--- src/rtl/noc_async_fifo_wr.sv ---
// noc_async_fifo_wr: write-side endpoint of the NoC async FIFO link.
// Option macro NOC_ASYNC_FIFO_SYNC3_EN: 3-flop read-pointer sync.

package noc_async_fifo_pkg;
    parameter int NOC_ASYNC_FIFO_PACKET_SIZE = 32;
    parameter int NOC_ASYNC_FIFO_AWIDTH      = 4;
endpackage

module noc_async_fifo_wr
    import noc_async_fifo_pkg::*;
#(
    parameter int PACKET_SIZE = NOC_ASYNC_FIFO_PACKET_SIZE,
    parameter int AWIDTH      = NOC_ASYNC_FIFO_AWIDTH
) (
    input  logic                   clk_i,
    input  logic                   reset_n_i,
    input  logic [PACKET_SIZE-1:0] in_data_i,
    input  logic                   in_valid_i,
    output logic                   in_ready_o,
    output logic [AWIDTH:0]        level_o,
    output logic [PACKET_SIZE-1:0] noc_fifo_data_o,
    input  logic [AWIDTH:0]        noc_fifo_raddr_i,
    output logic [AWIDTH:0]        noc_fifo_waddr_o
);

    localparam int DEPTH = 2 ** AWIDTH;

`ifdef NOC_ASYNC_FIFO_SYNC3_EN
    localparam int SYNC_N = 3;
`else
    localparam int SYNC_N = 2;
`endif

    // Top two Gray bits differ between write and read pointer when full.
    localparam logic [AWIDTH:0] FULL_MASK = (AWIDTH+1)'(3) << (AWIDTH-1);

    logic [PACKET_SIZE-1:0] mem [DEPTH];

    logic [AWIDTH:0]   wptr_bin;
    logic [AWIDTH:0]   wptr_next;
    logic [AWIDTH:0]   wptr_gray;
    logic [AWIDTH:0]   sync_q [SYNC_N];
    logic [AWIDTH:0]   rptr_sync_gray;
    logic [AWIDTH:0]   rptr_sync_bin;
    logic [AWIDTH-1:0] rd_idx;
    logic              full;
    logic              wr_en;

    function automatic logic [AWIDTH:0] gray2bin(input logic [AWIDTH:0] g);
        logic [AWIDTH:0] b;
        b[AWIDTH] = g[AWIDTH];
        for (int i = AWIDTH - 1; i >= 0; i--) begin
            b[i] = b[i+1] ^ g[i];
        end
        return b;
    endfunction

    assign wptr_next      = wptr_bin + (AWIDTH+1)'(1);
    assign rptr_sync_gray = sync_q[SYNC_N-1];
    assign rptr_sync_bin  = gray2bin(rptr_sync_gray);

    // Full and level come from registers only, so ready has no input path.
    assign full       = (wptr_gray == (rptr_sync_gray ^ FULL_MASK));
    assign in_ready_o = ~full;
    assign wr_en      = in_valid_i & ~full;
    assign level_o    = wptr_bin - rptr_sync_bin;

    assign noc_fifo_waddr_o = wptr_gray;

    // Binary pointer and its registered Gray image advance together.
    always_ff @(posedge clk_i or negedge reset_n_i) begin
        if (!reset_n_i) begin
            wptr_bin  <= '0;
            wptr_gray <= '0;
        end else if (wr_en) begin
            wptr_bin  <= wptr_next;
            wptr_gray <= wptr_next ^ (wptr_next >> 1);
        end
    end

    // Storage is not reset; the reader only reads committed slots.
    always_ff @(posedge clk_i) begin
        if (wr_en) begin
            mem[wptr_bin[AWIDTH-1:0]] <= in_data_i;
        end
    end

    // Synchronizer chain for the reader's Gray pointer.
    always_ff @(posedge clk_i or negedge reset_n_i) begin
        if (!reset_n_i) begin
            for (int i = 0; i < SYNC_N; i++) begin
                sync_q[i] <= '0;
            end
        end else begin
            sync_q[0] <= noc_fifo_raddr_i;
            for (int i = 1; i < SYNC_N; i++) begin
                sync_q[i] <= sync_q[i-1];
            end
        end
    end

    // Raw read pointer to slot index: bit i is the XOR of Gray bits >= i.
    always_comb begin
        rd_idx = '0;
        for (int i = 0; i < AWIDTH; i++) begin
            rd_idx[i] = ^(noc_fifo_raddr_i >> i);
        end
    end

    assign noc_fifo_data_o = mem[rd_idx];

endmodule

--- config.mk ---
export PLATFORM = sky130hd
export DESIGN_NAME = noc_async_fifo_wr
export DESIGN_NICKNAME = d
export VERILOG_FILES = /design/src/rtl/noc_async_fifo_wr.sv
export SDC_FILE = /design/constraint.sdc
export NUM_CORES = 1
export LEC_CHECK = 0
export CAP_MARGIN = 20
export CELL_PAD_IN_SITES_DETAIL_PLACEMENT = 1
export CELL_PAD_IN_SITES_GLOBAL_PLACEMENT = 1
export CORE_UTILIZATION = 58
export CTS_BUF_LIST = sky130_fd_sc_hd__clkbuf_4
export DETAILED_ROUTE_END_ITERATION = 7
export PLACE_DENSITY_LB_ADDON = 0.25
export SLEW_MARGIN = 25
export SYNTH_ARGS = -nofsm -noshare
export SYNTH_HDL_FRONTEND = slang
export SYNTH_SLANG_ARGS = --single-unit
--- constraint.sdc ---
create_clock -name clk_i -period 10.99 [get_ports clk_i]
set_input_delay 1.6485 -clock clk_i [delete_from_list [all_inputs] [get_ports clk_i]]
set_output_delay 1.6485 -clock clk_i [all_outputs]
set_load 0.01 [all_outputs]
Word-level counts from Yosys, hierarchy flattened
Memory sizes are Yosys's and may differ from the RTL's.
Index checks and enable logic that the tools add are counted.

word-level totals
  memory bits (writable) = 512
  output and inout port bits = 43
  memories = 1
  logic and storage cells = 22
  bits in registers = 20
  input bits = 40

memories
  name  words  bits a word  read ports  clocked after Yosys merged registers in  write ports  RTL line  text
  mem   16     32           1           0                                        1            37        logic [PACKET_SIZE-1:0] mem [DEPTH];

cells by class
  $add $sub $neg = 2
  eq/ne operators = 1
  multiplexer cells = 2
  reduce and logical (&&, ||, !) cells = 4
  bitwise logic cells = 8

operators with widths
  operator                                                       count
  5-bit parity                                                   4
  5-bit by 1-bit adder with 5-bit output, second input constant  1
  5-bit equality test                                            1
  5-bit subtractor                                               1
  5-bit by 4-bit bitwise XOR with 5-bit output                   1
  1-bit bitwise XOR                                              4
  1-bit two-way mux                                              2
  2-bit inverter                                                 1
  1-bit bitwise AND                                              1
  1-bit inverter                                                 1

Logic depth before layout (Yosys ltp)
  depth in word-level cells = 6
  gate-level depth with buffers = 10
  depth with buffers taken out = 10

Least setup slack after synthesis
Ideal clock, no wire load.

  kind = input to register
  start = in in_valid_i
  end = mem mem[3][0] (netlist name), enable pin
  path buffers = 1
  arrival = 4.563 ns
  stages on the path = 4
  setup time = 0.461 ns
  setup slack = 5.966 ns
  required time = 10.529 ns
  cell sequence = a21boi_1 clkbuf_1 nand2_1 nor3_1

between the ends
  word-level cells in the longest chain between the ends = 3

RTL lines
  item                                     RTL line  text
  start: declaration                       18        input logic in_valid_i,
  1-bit bitwise AND                        65        assign wr_en = in_valid_i & ~full;
  1-bit two-way mux                        83        if (wr_en) begin
  1-bit two-way mux (implied by the code)  84        mem[wptr_bin[AWIDTH-1:0]] <= in_data_i;
  end: declaration                         37

No other way between the ends.

Final worst setup path
  start = in noc_fifo_raddr_i[4]
  end = out noc_fifo_data_o[11]

between the ends
  word-level cells in the longest chain between the ends = 2
  elaborated cells between the ends (all ways) = 5
  classes of those cells = reduce/logical (4); memory (1)

RTL lines
  item                    RTL line  text
  start: declaration      22        input logic [AWIDTH:0] noc_fifo_raddr_i,
  5-bit parity            106       rd_idx[i] = ^(noc_fifo_raddr_i >> i);
  memory 16 x 32 bit (*)  -
  end: declaration        21        output logic [PACKET_SIZE-1:0] noc_fifo_data_o,

Every way passes the cells marked *; elsewhere a longest branch is shown, timed or not.

==> flow_summary_export.csv <==
group,metric,value,unit
finish,fin_nets,1453,
die,start_util,58.8,%
clock_tree,postCtsSetupBuffers,0,
place,dpl-instance-area,0.0221,sq mm
finish,design_area,0.0238,sq mm
sta,worst_pin_slew,1.02,ns
route,drt_iter0_drc,1023,
finish,final_cells,1957,
clock_tree,clock_sinks,531,
yosys,async_flop_share,3.58,%
hold_path,hold_depth,0,
worst_setup_path,slowest_delay,0.85,ns
yosys,synth-seq-area-share,76.0,%
pwr,max-vdd-ir-drop,124,uV
yosys,netlist_area,0.0209,sq mm
yosys,synth_cell_type_count,44,
clock_tree,holdBufCountCts,0,
route,routedWlPerCell,28.3,microns
global_route,grt_pass1_vias,13500,
sta,fmax,144,MHz
worst_setup_path,critPathLaunchType,"input pin",
die,num_rows,69,
sta,finalMaxSlewViolations,0,
sta,tns,0,ns
run_status,status,"complete, no violations",
yosys,synth_seq_cells,531,
worst_setup_path,worstPathCellList,"clkdlybuf4s50_1, xor2_4, buf_4, and2_1, buf_4, o211ai_1, nand4_1, clkdlybuf4s50_1",
clock_tree,cts_resized,0,
worst_setup_path,worstReg2RegStart,"rptr_sync_gray[3]",
hold_path,hp-class,"register to register",
clock_tree,ctsLongestPathBuffers,3,
worst_setup_path,worstPathArrival,5.29,ns
worst_setup_path,crit_type,"input pin to output pin",
pwr,leakagePower,7.95,nW
route,drt-total-wl,55400,microns
hold_path,min_to,"rptr_sync_gray[3]",
yosys,synth_edf_count,512,
clock_tree,cts_tree,"built",
run,drv_cap,0,
die,coreArea,0.0355,sq mm
place,place_inst,1726,
yosys,syn_inst,1252,
clock_tree,clk_latency,0.83,ns
sta,rsz0062_at_grt,"no",
hold_path,min_from,"sync_q[8]",
sta,clock-skew-final,0.0418,ns
worst_setup_path,end_kind,"output pin",
worst_setup_path,crit_buf_inv,4,
die,die_h,192,microns
sta,setup_viol,0,
sta,hold_viol_final,0,
sta,post-route-period-util,63.1,%
route,dr.pass1.iters,5,
worst_setup_path,r2r-end,"mem[1][14]",
clock_tree,cts_inserted_buffers,137,
die,io_pins,83,
place,hpwl,28300,microns
global_route,grt_usage,31.1,%
worst_setup_path,required,9.34,ns
yosys,synthesis.nets,1301,
global_route,grt_max_degree,122,
clock_tree,clkTransAtPathRegs,0.06,ns
global_route,grt_pass1_wl,82200,microns
worst_setup_path,cp_slowest_cell,"and2_1",
sta,min_period,6.94,ns
route,vias,12500,
die,dieArea,0.0367,sq mm
pwr,p_total,4.91,mW
finish,drive_above_1_share,18.5,%
clock_tree,clockRootBuffer,"clkbuf_4",
global_route,antenna_found_initial,2,
worst_setup_path,ff2ff_path_depth,5,
global_route,overflow,0,
route,drc,0,
worst_setup_path,cp_top_family,"buffers and inverters",
yosys,avgSynthCellArea,16.7,sq um
worst_setup_path,r2r_setup_slack,8.50,ns
place,place_congestion,0.744,
pwr,power_density,206,mW/mm^2
yosys,synth_ff_type,"edfxtp_1",
die,die_w,192,microns
yosys,yosysWarnings,0,
worst_setup_path,path_max_fanout,29,
route,viasPerCell,6.40,
place,portBuffers,82,
clock_tree,cts_max_level,4,
finish,area_growth_syn_to_layout,14.1,%
sta,relSlewSlack,31.8,%
route,ant_nets,0,
cell families after synthesis:
| family | synth area share [%] |
|---|---|
| DFF | 76.0 |
| and+or+nand+nor | 5.37 |
| buffers and inverters | 2.19 |
| xor gates and xnor gates | 1.22 |
| adders and majority gates | 0.576 |
| muxes | 6.39 |
| AOI/OAI and AO/OA | 8.30 |
sequential cells by signal, summed over array words and instances, names as in the netlist:
signal / cells
noc_fifo_waddr_o: 4
mem: 512
wptr_bin: 5
sync_q: 5
rptr_sync_gray: 5
worst max-delay path by stage:
stage | from | cells after the start | slack, ns | endpoint
after global routing | noc_fifo_raddr_i[4] | 8 | 4.05 | noc_fifo_data_o[11]
after floorplan | in_valid_i | 4 | 5.97 | mem[3][0]
after global placement | noc_fifo_raddr_i[4] | 8 | 4.28 | noc_fifo_data_o[16]
after detailed placement | noc_fifo_raddr_i[4] | 8 | 4.15 | noc_fifo_data_o[16]
after CTS | noc_fifo_raddr_i[4] | 8 | 4.11 | noc_fifo_data_o[11]
final | noc_fifo_raddr_i[4] | 8 | 4.05 | noc_fifo_data_o[11]
power by group:
part	internal [mW]	switching, mW	total, mW
Clock	0.868	0.794	1.66
Combinational	0.270	0.464	0.734
Sequential	2.44	0.0765	2.51
synthesized netlist by cell type, types with 24 or more instances:
cell type	n	area, sq um
edfxtp_1	512	15400
clkbuf_1	50	188
nand2_1	39	146
buf_2	27	135
inv_1	26	97.6
nand4_1	28	175
a31oi_1	24	150
o21ai_0	33	165
nor2b_1	47	294
nor3_1	30	150
mux2_2	27	304
mux2i_1	87	871
nor2_1	36	135
o211ai_1	52	390
a211oi_1	53	398
o221ai_1	24	210
layer usage:
| metal | wire (microns) | vias to the layer above | global-route usage, % |
|---|---|---|---|
| met2 | 27700 | 560 | 51.7 |
| met3 | 3750 | 161 | 6.89 |
| met5 | 0 | - | 0 |
| met1 | 22000 | 6425 | 39.2 |
| li1 | - | 5382 | - |
| met4 | 1900 | 0 | 14.3 |
layout make-up:
| class | instances | area, sq um |
|---|---|---|
| flip-flops and latches | 531 | 15900 |
| fillers | 3127 | 11700 |
| multi-input cells | 609 | 4660 |
| clock buffers | 191 | 1430 |
| repair buffers | 99 | 951 |
| well taps | 461 | 577 |
| clock inverters | 38 | 225 |
| inverters | 26 | 97.6 |
| diodes | 2 | 5.00 |
cells in the final DEF, fill, tap and decap left out, types with 33 or more instances in the layout:
| master | instances |
|---|---|
| o211ai_1 | 52 |
| nand2_1 | 39 |
| a211oi_1 | 53 |
| nor2_1 | 34 |
| mux2i_1 | 87 |
| clkdlybuf4s50_1 | 79 |
| edfxtp_1 | 512 |
| o21ai_0 | 33 |
| nor2b_1 | 47 |
| clkbuf_4 | 191 |
stage by stage:
step,setup slack [ns],hold WS [ns],utilization (%)
after floorplan,5.97,0.331,-
after global placement,4.28,0.332,62.2
after detailed placement,4.15,0.340,62.3
after CTS,4.11,0.356,67.0
after global routing,4.05,0.371,67.1
final,4.05,0.354,67.1
No activity file was read; power rests on OpenSTA's default activity.
